File: src/rtl/cla_pkg.sv
// Shared constants and types for the pipelined carry-lookahead adder.
// Latency: none (declarations only).
// Backpressure: not applicable.
package cla_pkg;

  localparam int GROUP_W = 4;

  typedef logic [GROUP_W-1:0] nibble_t;

endpackage

File: src/rtl/cla4_group.sv
// One 4-bit carry-lookahead group: sum nibble plus carries from generate/propagate.
// Latency: purely combinational.
// Backpressure: not applicable.
//
// Ports: a, b  - operand nibbles (b already inverted by the caller for subtract)
//        ci    - carry into bit 0 of the group
//        s     - sum nibble
//        co    - carry out of bit 3 (c4)
//        c3    - carry into bit 3, used by the top stage for signed overflow
module cla4_group
  import cla_pkg::*;
(
  input  nibble_t a,
  input  nibble_t b,
  input  logic    ci,
  output nibble_t s,
  output logic    co,
  output logic    c3
);

  nibble_t g;
  nibble_t p;
  logic    c1;
  logic    c2;

  assign g = a & b;
  assign p = a ^ b;

  // Every carry is a flat sum of products of g/p/ci, so no carry waits on another.
  assign c1 = g[0] | (p[0] & ci);
  assign c2 = g[1] | (p[1] & g[0]) | (p[1] & p[0] & ci);
  assign c3 = g[2] | (p[2] & g[1]) | (p[2] & p[1] & g[0]) | (p[2] & p[1] & p[0] & ci);
  assign co = g[3] | (p[3] & g[2]) | (p[3] & p[2] & g[1]) | (p[3] & p[2] & p[1] & g[0])
            | (p[3] & p[2] & p[1] & p[0] & ci);

  assign s = p ^ {c3, c2, c1, ci};

endmodule

File: src/rtl/pipe_cla_adder.sv
// Pipelined add/subtract, one 4-bit lookahead group per stage, valid/ready handshake.
// Latency: WIDTH/4 cycles from accepted input to out_valid, one result per cycle.
// Backpressure: global stall; when out_valid && !out_ready every register holds and in_ready=0.
//
// Ports: clk, rst_n (async active-low); in_valid/in_ready with a, b, cin, sub;
//        out_valid/out_ready with sum, cout (1 = no borrow when subtracting), ovf (signed).
module pipe_cla_adder
  import cla_pkg::*;
#(
  parameter int WIDTH = 16
) (
  input  logic             clk,
  input  logic             rst_n,
  input  logic             in_valid,
  output logic             in_ready,
  input  logic [WIDTH-1:0] a,
  input  logic [WIDTH-1:0] b,
  input  logic             cin,
  input  logic             sub,
  output logic             out_valid,
  input  logic             out_ready,
  output logic [WIDTH-1:0] sum,
  output logic             cout,
  output logic             ovf
);

  localparam int NSTG = WIDTH / GROUP_W;

  logic en;

  assign en       = !out_valid || out_ready;
  assign in_ready = en;

  for (genvar k = 0; k < NSTG; k++) begin : stg
    // RW: operand bits still unprocessed after this stage; SW: sum bits finished so far.
    localparam int RW = WIDTH - GROUP_W * (k + 1);
    localparam int SW = GROUP_W * (k + 1);

    // Operand bits [WIDTH-1 : 4k] as seen by this stage; the low nibble is its group.
    logic [RW+GROUP_W-1:0] op_a;
    logic [RW+GROUP_W-1:0] op_b;
    logic                  ci;
    logic                  v_in;
    nibble_t               gs;
    logic                  gco;
    logic                  gc3;

    logic                  v_q;
    logic                  c_q;
    logic [SW-1:0]         s_q;

    if (k == 0) begin : head
      // Subtract is A + ~B + 1, so cin is ignored when sub=1.
      assign op_a = a;
      assign op_b = sub ? ~b : b;
      assign ci   = sub | cin;
      assign v_in = in_valid;

      always_ff @(posedge clk or negedge rst_n) begin
        if (!rst_n) begin
          s_q <= '0;
        end else if (en) begin
          s_q <= gs;
        end
      end
    end else begin : body
      assign op_a = stg[k-1].fwd.a_q;
      assign op_b = stg[k-1].fwd.b_q;
      assign ci   = stg[k-1].c_q;
      assign v_in = stg[k-1].v_q;

      always_ff @(posedge clk or negedge rst_n) begin
        if (!rst_n) begin
          s_q <= '0;
        end else if (en) begin
          s_q <= {gs, stg[k-1].s_q};
        end
      end
    end

    cla4_group u_grp (
      .a  (op_a[GROUP_W-1:0]),
      .b  (op_b[GROUP_W-1:0]),
      .ci (ci),
      .s  (gs),
      .co (gco),
      .c3 (gc3)
    );

    always_ff @(posedge clk or negedge rst_n) begin
      if (!rst_n) begin
        v_q <= 1'b0;
        c_q <= 1'b0;
      end else if (en) begin
        v_q <= v_in;
        c_q <= gco;
      end
    end

    // Skew registers: only the operand bits later stages still need move forward.
    if (k < NSTG - 1) begin : fwd
      logic [RW-1:0] a_q;
      logic [RW-1:0] b_q;

      always_ff @(posedge clk or negedge rst_n) begin
        if (!rst_n) begin
          a_q <= '0;
          b_q <= '0;
        end else if (en) begin
          a_q <= op_a[RW+GROUP_W-1:GROUP_W];
          b_q <= op_b[RW+GROUP_W-1:GROUP_W];
        end
      end
    end

    // Only the top group's carry into the MSB matters for signed overflow.
    if (k == NSTG - 1) begin : tail
      logic ovf_q;

      always_ff @(posedge clk or negedge rst_n) begin
        if (!rst_n) begin
          ovf_q <= 1'b0;
        end else if (en) begin
          ovf_q <= gc3 ^ gco;
        end
      end
    end else begin : mid
      logic unused_c3;
      assign unused_c3 = gc3;
    end
  end

  assign out_valid = stg[NSTG-1].v_q;
  assign sum       = stg[NSTG-1].s_q;
  assign cout      = stg[NSTG-1].c_q;
  assign ovf       = stg[NSTG-1].tail.ovf_q;

endmodule

File: config.mk
export PLATFORM = sky130hd
export DESIGN_NAME = pipe_cla_adder
export DESIGN_NICKNAME = d
export VERILOG_FILES = /design/src/rtl/cla_pkg.sv /design/src/rtl/cla4_group.sv /design/src/rtl/pipe_cla_adder.sv
export SDC_FILE = /design/constraint.sdc
export NUM_CORES = 1
export LEC_CHECK = 0
export ABC_AREA = 1
export CAP_MARGIN = 20
export CORE_ASPECT_RATIO = 2
export CORE_MARGIN = 1
export CORE_UTILIZATION = 30
export CTS_CLUSTER_SIZE = 30
export DETAILED_ROUTE_END_ITERATION = 10
export GPL_TIMING_DRIVEN = 0
export SLEW_MARGIN = 5
export SYNTH_ARGS = -nofsm -noshare
export SYNTH_HDL_FRONTEND = slang
export SYNTH_SLANG_ARGS = --single-unit
File: constraint.sdc
create_clock -name clk -period 1.81 [get_ports clk]
set_clock_uncertainty 0.05 [all_clocks]
set_input_delay 0.543 -clock clk [delete_from_list [all_inputs] [get_ports clk]]
set_output_delay 0.543 -clock clk [all_outputs]
set_load 0.02 [all_outputs]
==> metrics.md, run 1 <==
| Metric | Value |
|---|---|
| Outcome | finished clean |
| Power per cell area | ~1700 mW/mm² |
| Data arrival, critical path | 1.93 ns |
| Peak VDD IR | 0.000560 V |
| Max-Cap Viols | 0 |
| Filler Cells Inserted | around 1.5k |
| Largest net degree at the start of global routing | between 50 and 60 |
| Critical path's largest stage delay | between 0.4 and 0.5 ns |
| Static Leak | around 2.9 nW |
| Max-slew violation total from the final report | 0 |
| Final GP Congestion | 0.781 |
| Hold buffer count at CTS | 0 |
| Slowest cell on crit path | clkdlybuf4s50_1 |
| Initial antenna violation count | 0 |
| Top Ports | a little under 60 |
| P&R area growth vs syn | 27.3% |
| Critical Path Sink Type | register |
| Worst path most repeated cell | nand2_1 |
| Hold Crit Class | in2async |
| Area of the multi-input gates | 0.00184 mm² |
| Worst EP required | 1.99 ns |
| Crit path from | b[2] |
| Initial core utilization | between 30% and 40% |
| GRT Total Usage | between 10% and 20% |
| Dpl cells | between 700 and 800 |
| Avg WL per Cell | roughly 13 µm |
| Worst-margin pin slew | roughly 0.58 ns |
| Post-synth top area share | between 50 and 60% |
| Sequential fraction of the synthesis area | between 50% and 60% |
| Final setup vio count | 0 |
| Core Footprint | ~0.014 mm² |
| # DRC | 0 |
| Finished Cell Area | about 0.0057 mm² |
| Vias | about 3.4k |
| Fin cells | 770 |
| Register-to-Register Path Depth | 6 |
| Post-Syn Instances | roughly 500 |
| R2r setup slk | 0.26 ns |
| CTS tree | yes |
| H-tree Lvls | 3 |
| N_diodes | 0 |
| Initial DRC Count | 202 |
| CTS Buf Count | 9 |
| Crit path cell chain | clkdlybuf4s50_1 > xor2_1 > ha_1 > nand2_1 > inv_1 > nand2_1 > nand3_1 > nand2_1 > nand3_1 > nand2_1 |
| CTS Root Buffer Type | clkbuf_16 |
| Grt ovf | 0 |
| Syn. warnings | 0 |
| Std cell rows | 62 |
| Crit Path Category | in2reg |
| DP Area | about 0.0053 mm² |
| First-pass GRT wire length | about 18000 µm |
| Vias in the first global route | between 3k and 4k |
| Min cycle time layout | 1.75 ns |
| Vias per cell | between 4 and 5 |
| Antenna-violating nets left | 0 |
| Clk slew on worst S/H paths | around 0.060 ns |
| Tcrit/Tclk final | 96.6% |
| Worst skew pair latency | about 0.34 ns |
| Distinct cell type count after synthesis | 23 |
| DRT Pass-1 Iters | 5 |
| Width of the die | 88.3 µm |
| EDFF count, synth | 0 |
| Layout Utilization | between 30% and 40% |
| Reg2reg start | stg[2].fwd.a_q[1] |
| Rel. slew slack | around three fifths |
| Layout Nets | approximately 630 |
| Asr flop ratio synth | 100% |
| Clock Sink Count | just under 100 |
| Drt total wl | 10400 µm |
| Top_reg_cell synth | dfrtp_1 |
| Syn Nets | 563 |
| Post-synth top area cell | dfrtp_1 |
| Post-Synthesis Cell Area | between 0.004 and 0.005 mm² |
| Clk buf depth | 2 |
| Die ar. | 0.0154 mm² |
| I/O Buffers | 56 |
| Final hold vios | 0 |
| Seq cells post-synth | between 90 and 100 |
| Largest cells by area after synthesis | dfrtp_1, nand2_1, ha_1 |
| DP Wirelength | roughly 8100 µm |
| Setup crit start kind | primary input |
| Die H | about 170 µm |
| Avg Synthesized Cell Area | 8.88 µm² |
| Share of cells above drive strength 1 | ~9% |
| RSZ-0062 raised after global routing | true |
| Worst r2r dst | ovf |
| Max frequency | between 0.5 and 0.6 GHz |
| Register area | 0.00243 mm² |
| Maximum fanout along the worst path | 4 |
==> flip-flops by register name (all words and copies together) (netlist names) <==
register,flops
sum,16
stg.v_q,3
out_valid,1
stg.c_q,3
stg.s_q,24
stg.fwd.b_q,24
stg.fwd.a_q,24
ovf,1
cout,1
==> final cells by class <==
cell class / instances / area share (%)
well taps: 192 / 4.23
plain buffers: 21 / 2.66
inverters: 29 / 1.96
flip-flops and latches: 97 / 42.7
clock inverters: 5 / 1.37
clock buffers: 11 / 4.45
repair buffers: 60 / 10.2
multi-input cells: 355 / 32.4
==> worst max-delay path by stage <==
| stage | cells after the start | to |
|---|---|---|
| floorplan | 11 | stg[0].s_q[2] |
| global placement | 1 | ovf |
| detailed placement | 5 | in_ready |
| CTS | 5 | in_ready |
| global route | 10 | stg[0].s_q[3] |
| finish | 10 | stg[0].s_q[3] |
==> layer usage <==
layer	GRT usage [%]	routed length [µm]
met2	27.8	5880
met4	8.06	400
met1	15.9	3810
met3	2.23	286
met5	0	0
==> Yosys cell counts (2+ instances only) <==
library cell / number
a21oi_1: 11
buf_2: 9
buf_4: 8
buf_6: 2
clkbuf_1: 3
dfrtp_1: 97
fa_1: 4
ha_1: 18
inv_1: 28
nand2_1: 223
nand3_1: 17
nand3b_1: 3
nor2_1: 12
nor2_4: 2
o21ai_0: 25
o21ai_1: 13
or2_1: 2
xnor2_1: 17
xor2_1: 5
==> where the power goes <==
part | total [W] | switching, W | internal (W)
clock network | 0.00208 | 0.000797 | 0.00128
registers | 0.00372 | 0.000578 | 0.00314
logic | 0.00365 | 0.00219 | 0.00146
==> cells in the final DEF, fill, tap and decap left out, types with 2 or more instances in the layout <==
master           Yosys  layout
nand2_1            223     223
nand3b_1             3       3
inv_1               28      26
o21ai_1             13      13
fa_1                 4       4
buf_4                8      13
nand3_1             17      17
clkbuf_16            0       9
clkbuf_1             3       3
ha_1                18      16
o21ai_0             25      25
clkinv_2             0       2
buf_12               0       2
clkdlybuf4s50_1      0      32
nor2_4               2       2
bufinv_16            0       2
a21oi_1             11      11
clkbuf_8             0       2
buf_2                9       8
xnor2_1             17      16
dlygate4sd2_1        0      19
or2_1                2       2
nor2_1              12      12
ha_4                 0       2
xor2_1               5       4
dfrtp_1             97      97
inv_2                1       2
==> metrics by stage <==
stage / setup slack [ns] / setup TNS [ns] / hold WS [ns] / total power (W)
6_report: 0.0617 / 0 / 0.146 / 0.00944
5_1_grt: -0.0389 / -0.0389 / 0.193 / 0.0103
2_1_floorplan: -0.0922 / -0.122 / 0.197 / 0.00616
4_1_cts: -0.0513 / -0.0513 / 0.170 / 0.00957
3_5_place_dp: -1.03 / -9.83 / 0.393 / 0.00757
3_3_place_gp: -3.39 / -336.17 / 0.390 / 0.00742
==> cells by family after synthesis <==
| kind of cell | synth area share, % |
|---|---|
| buffers and inverters | 5.55 |
| xor gates and xnor gates | 4.32 |
| DFF | 54.4 |
| AOI/OAI and AO/OA | 5.83 |
| and+or+nand+nor | 23.1 |
| adders and majority gates | 6.84 |
==> critical path, delay by kind of cell <==
kind          cells  cell delay, ns
simple gates      6            0.42
xor+xnor          1            0.16
buf+inv           2            0.48
fa+ha+maj         1            0.33
==> repair_timing <==
action                                  in CTS  in global routing
resized for setup                           32                  6
endpoints found under the setup margin      23                  4
pin swaps                                    2                  3
buffers inserted                             2                  1
Note: power is estimated with default switching activity, not from simulation.
==> inputs of run 2 (changes only) <==
--- a/config.mk
+++ b/config.mk
@@ -6,7 +6,6 @@
 export NUM_CORES = 1
 export LEC_CHECK = 0
 export ABC_AREA = 1
-export CAP_MARGIN = 20
 export CORE_ASPECT_RATIO = 2
 export CORE_MARGIN = 1
 export CORE_UTILIZATION = 30
==> constraint.sdc (replaced) <==
create_clock -name clk -period 1.81 [get_ports clk]
set_clock_uncertainty 0.05 [all_clocks]
set_input_delay 0.543 -clock clk [delete_from_list [all_inputs] [get_ports clk]]
set_output_delay 0.543 -clock clk [all_outputs]
set_load 0.005 [all_outputs]
==> run 2 against run 1 <==
Wire length is 0.51% higher; worst setup slack worse by 0.038 ns; sequential cell count stayed put; via count is 0.38% higher; sequential share of layout area is 0.60 points lower; total power is 0.82% lower; clock-buffer cell count stayed put; final area is 1.4% higher; critical path depth is 9 lower; die area stayed put; first-iteration DRC count is 13% lower; utilization is 0.56 points higher; critical endpoint is now sum[7].
==> metrics.md, run 2 (same netlist as run 1, synthesis figures left out) <==
| Metric | Value |
|---|---|
| Max frequency | ~0.56 GHz |
| Min cycle time layout | ~1.8 ns |
| Clk slew on worst S/H paths | 0.07 ns |
| Drt total wl | between 10000 and 15000 µm |
| Layout Nets | about 640 |
| First-pass GRT wire length | 17600 µm |
| Max-slew violation total from the final report | 0 |
| Rel. slew slack | between 60% and 70% |
| Clock Sink Count | 97 |
| Hold buffer count at CTS | 0 |
| Grt ovf | 0 |
| CTS Root Buffer Type | clkbuf_16 |
| I/O Buffers | 56 |
| Antenna-violating nets left | 0 |
| Power per cell area | 1630 mW/mm² |
| Data arrival, critical path | 1.19 ns |
| Largest net degree at the start of global routing | 55 |
| Hold slack | approximately 0.14 ns |
| Setup crit start kind | register |
| Std cell rows | 62 |
| H-tree Lvls | 3 |
| Critical Path Sink Type | output port |
| Initial core utilization | between 30% and 40% |
| Clk buf depth | 2 |
| Outcome | finished clean |
| Avg WL per Cell | 13.4 µm |
| R2r setup slk | about 0.26 ns |
| Tcrit/Tclk final | a little over nine tenths |
| DP Wirelength | between 8000 and 9000 µm |
| P&R area growth vs syn | 29.1% |
| Register-to-Register Path Depth | 6 |
| Share of cells above drive strength 1 | between 9 and 10% |
| GRT Total Usage | between 10% and 20% |
| Slowest cell on crit path | clkdlybuf4s50_1 |
| Commonest non-fill, non-tap cells in the layout | nand2_1, dfrtp_1, clkdlybuf4s50_1 |
| Finished Cell Area | just under 0.006 mm² |
| Die H | roughly 170 µm |
| Final hold vios | 0 |
| Area of the multi-input gates | 0.00184 mm² |
| CTS Buf Count | 9 |
| Worst skew pair latency | around 0.34 ns |
| Crit path max-delay family | buffers and inverters |
| Initial DRC Count | 175 |
| Filler Cells Inserted | ~1.5k |
| Static Leak | around 3.0 nW |
| Fin cells | between 700 and 800 |
| DP Area | between 0.005 and 0.006 mm² |
| Peak VDD IR | approximately 0.00057 V |
| Crit path cell chain | clkdlybuf4s50_1 |
| Worst EP required | 1.22 ns |
| RSZ-0062 raised after global routing | true |
| N_diodes | 0 |
| Core Footprint | 0.0144 mm² |
| Worst path bufs/invs | 1 |
| CTS tree | yes |
| Worst-margin pin slew | 0.583 ns |
| Hold Crit Class | in2async |
| Final setup vio count | 0 |
| Final GP Congestion | approximately 0.78 |
| Die ar. | 0.0154 mm² |
| Top Ports | 58 |
| Worst r2r dst | ovf |
| Vias in the first global route | between 3k and 4k |
| Reg2reg start | stg[2].fwd.a_q[1] |
| Vias per cell | around 4.4 |
| Register area | 0.00243 mm² |
| Width of the die | 88.3 µm |
| # DRC | 0 |
| DRT Pass-1 Iters | 4 |
| Largest registers | stg.fwd.a_q: 24 flops, stg.fwd.b_q: 24 flops, stg.s_q: 24 flops |
| Vias | 3442 |
| Dpl cells | 752 |
| Max-Cap Viols | 0 |
| Maximum fanout along the worst path | 2 |
| Crit Path Category | reg2out |
| Critical path's largest stage delay | about 0.50 ns |
| Most common cell after layout, fill and taps aside | nand2_1 |
| Initial antenna violation count | 0 |
| Tot Pwr | approximately 0.0094 W |
run 2: cell types whose count changed in the layout (fill, tap and decap cells not counted), sizes merged:
| cell | before | now |
|---|---|---|
| clkbuf | 15 | 16 |
| dlymetal6s2s | 1 | 10 |
| buf | 25 | 29 |
| clkdlybuf4s50 | 32 | 38 |
| dlygate4sd2 | 19 | 5 |
run 2: final cells by class:
class / count / area share (%)
flip-flops and latches: 97 / 42.1
multi-input cells: 355 / 31.9
repair buffers: 66 / 11.5
clock buffers: 11 / 4.39
well taps: 192 / 4.17
plain buffers: 21 / 2.63
inverters: 29 / 1.93
clock inverters: 5 / 1.35
run 2: worst max path at each step:
| stage | start | to | slack [ns] | cells past startpoint |
|---|---|---|---|---|
| after global routing | b[2] | stg[0].s_q[3] | -0.04 | 10 |
| after floorplan | sub | stg[0].s_q[2] | -0.09 | 11 |
| after CTS | out_valid | in_ready | -0.07 | 5 |
| after detailed placement | out_ready | in_ready | -0.93 | 5 |
| after global placement | rst_n | ovf | -3.39 | 1 |
| final | sum[7] | sum[7] | 0.02 | 1 |
run 2: report_power, final:
| part | internal [W] | switching (W) |
|---|---|---|
| Clock | 0.00128 | 0.000803 |
| Combinational | 0.00161 | 0.00196 |
| Sequential | 0.00314 | 0.000577 |
run 2: routing by layer:
layer | track usage, % | wire (µm) | up-vias
met3 | 2.14 | 278 | 24
met1 | 15.9 | 3870 | 1621
met2 | 27.8 | 5860 | 68
li1 | - | - | 1729
met5 | 0 | 0 | -
met4 | 8.06 | 412 | 0
run 2: what timing repair did:
item,in CTS,in global routing
setup buffers,4,5
gates cloned,0,0
setup endpoints to repair,9,18
gates resized for setup,14,14
pin swaps,2,3
run 2: through the flow:
step           setup WS, ns  utilization [%]  TNS (ns)
2_1_floorplan       -0.0922                -    -0.122
3_3_place_gp          -3.39             36.8   -336.06
3_5_place_dp         -0.927             37.0     -9.72
4_1_cts             -0.0678             39.5   -0.0678
5_1_grt             -0.0389             39.9   -0.0484
6_report             0.0239             39.9         0
==> inputs of run 3 (changes only) <==
--- a/config.mk
+++ b/config.mk
@@ -15,4 +15,5 @@
 export SLEW_MARGIN = 5
 export SYNTH_ARGS = -nofsm -noshare
 export SYNTH_HDL_FRONTEND = slang
+export SYNTH_HIERARCHICAL = 1
 export SYNTH_SLANG_ARGS = --single-unit
==> run 3 against run 2 <==
Final cell count increased by 9.4%; highest routed layer unchanged; global-route usage decreased by 0.25 points; register-to-register slack about the same; final area increased by 3.2%.
==> metrics.md, run 3 <==
| Metric | Value |
|---|---|
| Outcome | finished clean |
| Worst-margin pin slew | 0.649 ns |
| Crit path max-delay family | buffers and inverters |
| Crit Path Category | reg2out |
| Hold Crit Class | in2async |
| Worst EP required | between 1 and 1.5 ns |
| Avg Synthesized Cell Area | just over 8 µm² |
| Top post-synthesis cells by count | nand2_1, dfrtp_1, inv_1 |
| Min cycle time layout | ~1.8 ns |
| Commonest non-fill, non-tap cells in the layout | nand2_1, dfrtp_1, inv_1 |
| N_diodes | 0 |
| Filler Cells Inserted | between 1k and 1.5k |
| Max-slew violation total from the final report | 0 |
| CTS tree | yes |
| I/O Buffers | between 50 and 60 |
| Post-synth top area cell | dfrtp_1 |
| Tot Pwr | around 0.0095 W |
| Final GP Congestion | about 0.81 |
| Data arrival, critical path | around 1.2 ns |
| Initial antenna violation count | 0 |
| Most frequent cell after synthesis | nand2_1 |
| Register area | roughly 0.0024 mm² |
| Fin cells | between 800 and 900 |
| Std cell rows | 63 |
| Met1 WL | approximately 4000 µm |
| Core Footprint | 0.0149 mm² |
| Width of the die | roughly 90 µm |
| Layout Nets | ~710 |
| Tcrit/Tclk final | approximately 98% |
| Area of the multi-input gates | ~0.0019 mm² |
| Clock Sink Count | 97 |
| Seq cells post-synth | 97 |
| DR WL met2 | around 5800 µm |
| CTS Root Buffer Type | clkbuf_16 |
| Final hold vios | 0 |
| Drt total wl | 10500 µm |
| Rel. slew slack | 56.7% |
| Power per cell area | 1600 mW/mm² |
| Dpl cells | 817 |
| Distinct cell type count after synthesis | 21 |
| Worst skew pair latency | between 0.3 and 0.4 ns |
| Post-synth top area share | 52.6% |
| Largest cells by area after synthesis | dfrtp_1, nand2_1, ha_1 |
| CTS Buf Count | 9 |
| # DRC | 0 |
| Largest registers | stg.fwd.a_q: 24 flops, stg.fwd.b_q: 24 flops, stg.s_q: 24 flops |
| Syn. warnings | 6 |
| Largest net degree at the start of global routing | 50 |
| Die H | between 150 and 200 µm |
| Initial core utilization | 31.0% |
| Slowest cell on crit path | clkdlybuf4s50_1 |
| Critical Path Sink Type | output port |
| First-pass GRT wire length | 17800 µm |
| Antenna-violating nets left | 0 |
| Maximum fanout along the worst path | 2 |
| Top Ports | between 50 and 60 |
| Setup WS pre-CTS | -0.937 ns |
| H-tree Lvls | 3 |
| Clk slew on worst S/H paths | 0.06 ns |
| Critical path's largest stage delay | roughly 0.49 ns |
| Post-Syn Instances | approximately 570 |
| GRT Total Usage | between 10% and 20% |
| Asr flop ratio synth | between 90% and 100% |
| Routed length on met3 | between 200 and 250 µm |
| RSZ-0062 raised after global routing | false |
| Vias in the first global route | 3837 |
| Avg WL per Cell | 12.4 µm |
| Top_reg_cell synth | dfrtp_1 |
| Crit path cell chain | clkdlybuf4s50_1 |
| Max-Cap Viols | 0 |
| Most common cell after layout, fill and taps aside | nand2_1 |
| EDFF count, synth | 0 |
| Vias | 3720 |
| Hold buffer count at CTS | 0 |
| Static Leak | between 3 and 4 nW |
| P&R area growth vs syn | 28.9% |
| Peak VDD IR | ~0.00057 V |
| Setup WS post-layout | 0.0434 ns |
| Setup crit start kind | register |
| Clk buf depth | 2 |
| Vias per cell | roughly 4.4 |
| Initial DRC Count | ~210 |
| DP Wirelength | roughly 8000 µm |
| Die ar. | about 0.016 mm² |
| Grt ovf | 0 |
| Final setup vio count | 0 |
| Worst path bufs/invs | 1 |
| Setup TNS Final | 0 ns |
| DRT Pass-1 Iters | 4 |
| Share of cells above drive strength 1 | between 10% and 20% |
| Max frequency | approximately 0.57 GHz |
| Layout Utilization | 39.9% |
| Post-Synthesis Cell Area | 0.00461 mm² |
| Sequential fraction of the synthesis area | between 50% and 60% |
| Syn Nets | 623 |
| DR top layer | met4 |
[run 3: cell types whose count changed in the layout (fill, tap and decap cells not counted), moves of 8 or more]
| cell | change |
|---|---|
| o21ai_0 | -8 |
| xnor2_1 | -14 |
| nor2_1 | -8 |
| o21ai_1 | -10 |
| nand3_1 | +10 |
| nand2_2 | +15 |
| nand2_1 | +60 |
| inv_1 | +19 |
[run 3: routing by layer]
metal  global-route usage [%]  vias to the layer above
met1                     15.0                     1749
met3                     2.42                       22
met5                        0                        -
li1                         -                     1890
met2                     27.4                       59
met4                     8.66                        0
[run 3: worst register-to-register path, delay by kind of cell (launching register included)]
| family | cells | cell delay [ns] |
|---|---|---|
| AOI/OAI and AO/OA | 1 | 0.07 |
| adders and majority gates | 1 | 0.36 |
| DFF | 1 | 0.40 |
| and+or+nand+nor | 6 | 0.53 |
[run 3: final cells by class]
| cell class | count | area share, % |
|---|---|---|
| timing repair buffer | 73 | 12.2 |
| clock buffer | 14 | 4.61 |
| clock inverter | 2 | 0.589 |
| buffer | 23 | 2.57 |
| tap | 195 | 4.10 |
| sequential | 97 | 40.8 |
| multi-input combinational | 398 | 32.1 |
| inverter | 47 | 2.97 |
[run 3: what timing repair did]
| action | 4_1_cts | 5_1_grt |
|---|---|---|
| setup endpoints to repair | 10 | 19 |
| setup buffers | 10 | 6 |
| resized for setup | 17 | 19 |
| pin swaps | 4 | 6 |
[run 3: cells by family after synthesis]
kind of cell               count (synthesis)  synth area share, %
AOI/OAI and AO/OA                         24                 2.60
xor gates and xnor gates                   8                 1.52
adders and majority gates                 20                 6.08
buffers and inverters                     70                 6.56
DFF                                       97                 52.6
and+or+nand+nor                          346                 30.6
[run 3: final timing paths]
kind                              startpoint                end  slack [ns]  cells past startpoint
max                                   sum[0]             sum[0]        0.04                      1
max in group asynchronous              rst_n             sum[1]        0.88                      2
min in group clk                  stg[2].v_q          out_valid        0.40                      2
min reg2reg                       stg[2].v_q          out_valid        0.40                      2
max reg2reg                stg[0].fwd.a_q[2]      stg[1].s_q[7]        0.27                      8
min                                    rst_n  stg[0].fwd.a_q[4]        0.17                      1
[run 3: power breakdown]
| group | total, W | switching [W] | leakage (nW) | internal [W] |
|---|---|---|---|---|
| combinational | 0.00385 | 0.00213 | 1.99 | 0.00172 |
| sequential | 0.00370 | 0.000577 | 1.18 | 0.00312 |
| clock | 0.00196 | 0.000772 | 0.153 | 0.00118 |
| total | 0.00951 | 0.00348 | 3.32 | 0.00602 |
[run 3: metrics by stage]
stage	hold WS, ns	instance area (µm²)
after floorplan	0.197	4630
after global placement	0.383	5440
after detailed placement	0.383	5460
after CTS	0.193	5850
after global routing	0.221	5950
final	0.167	5950
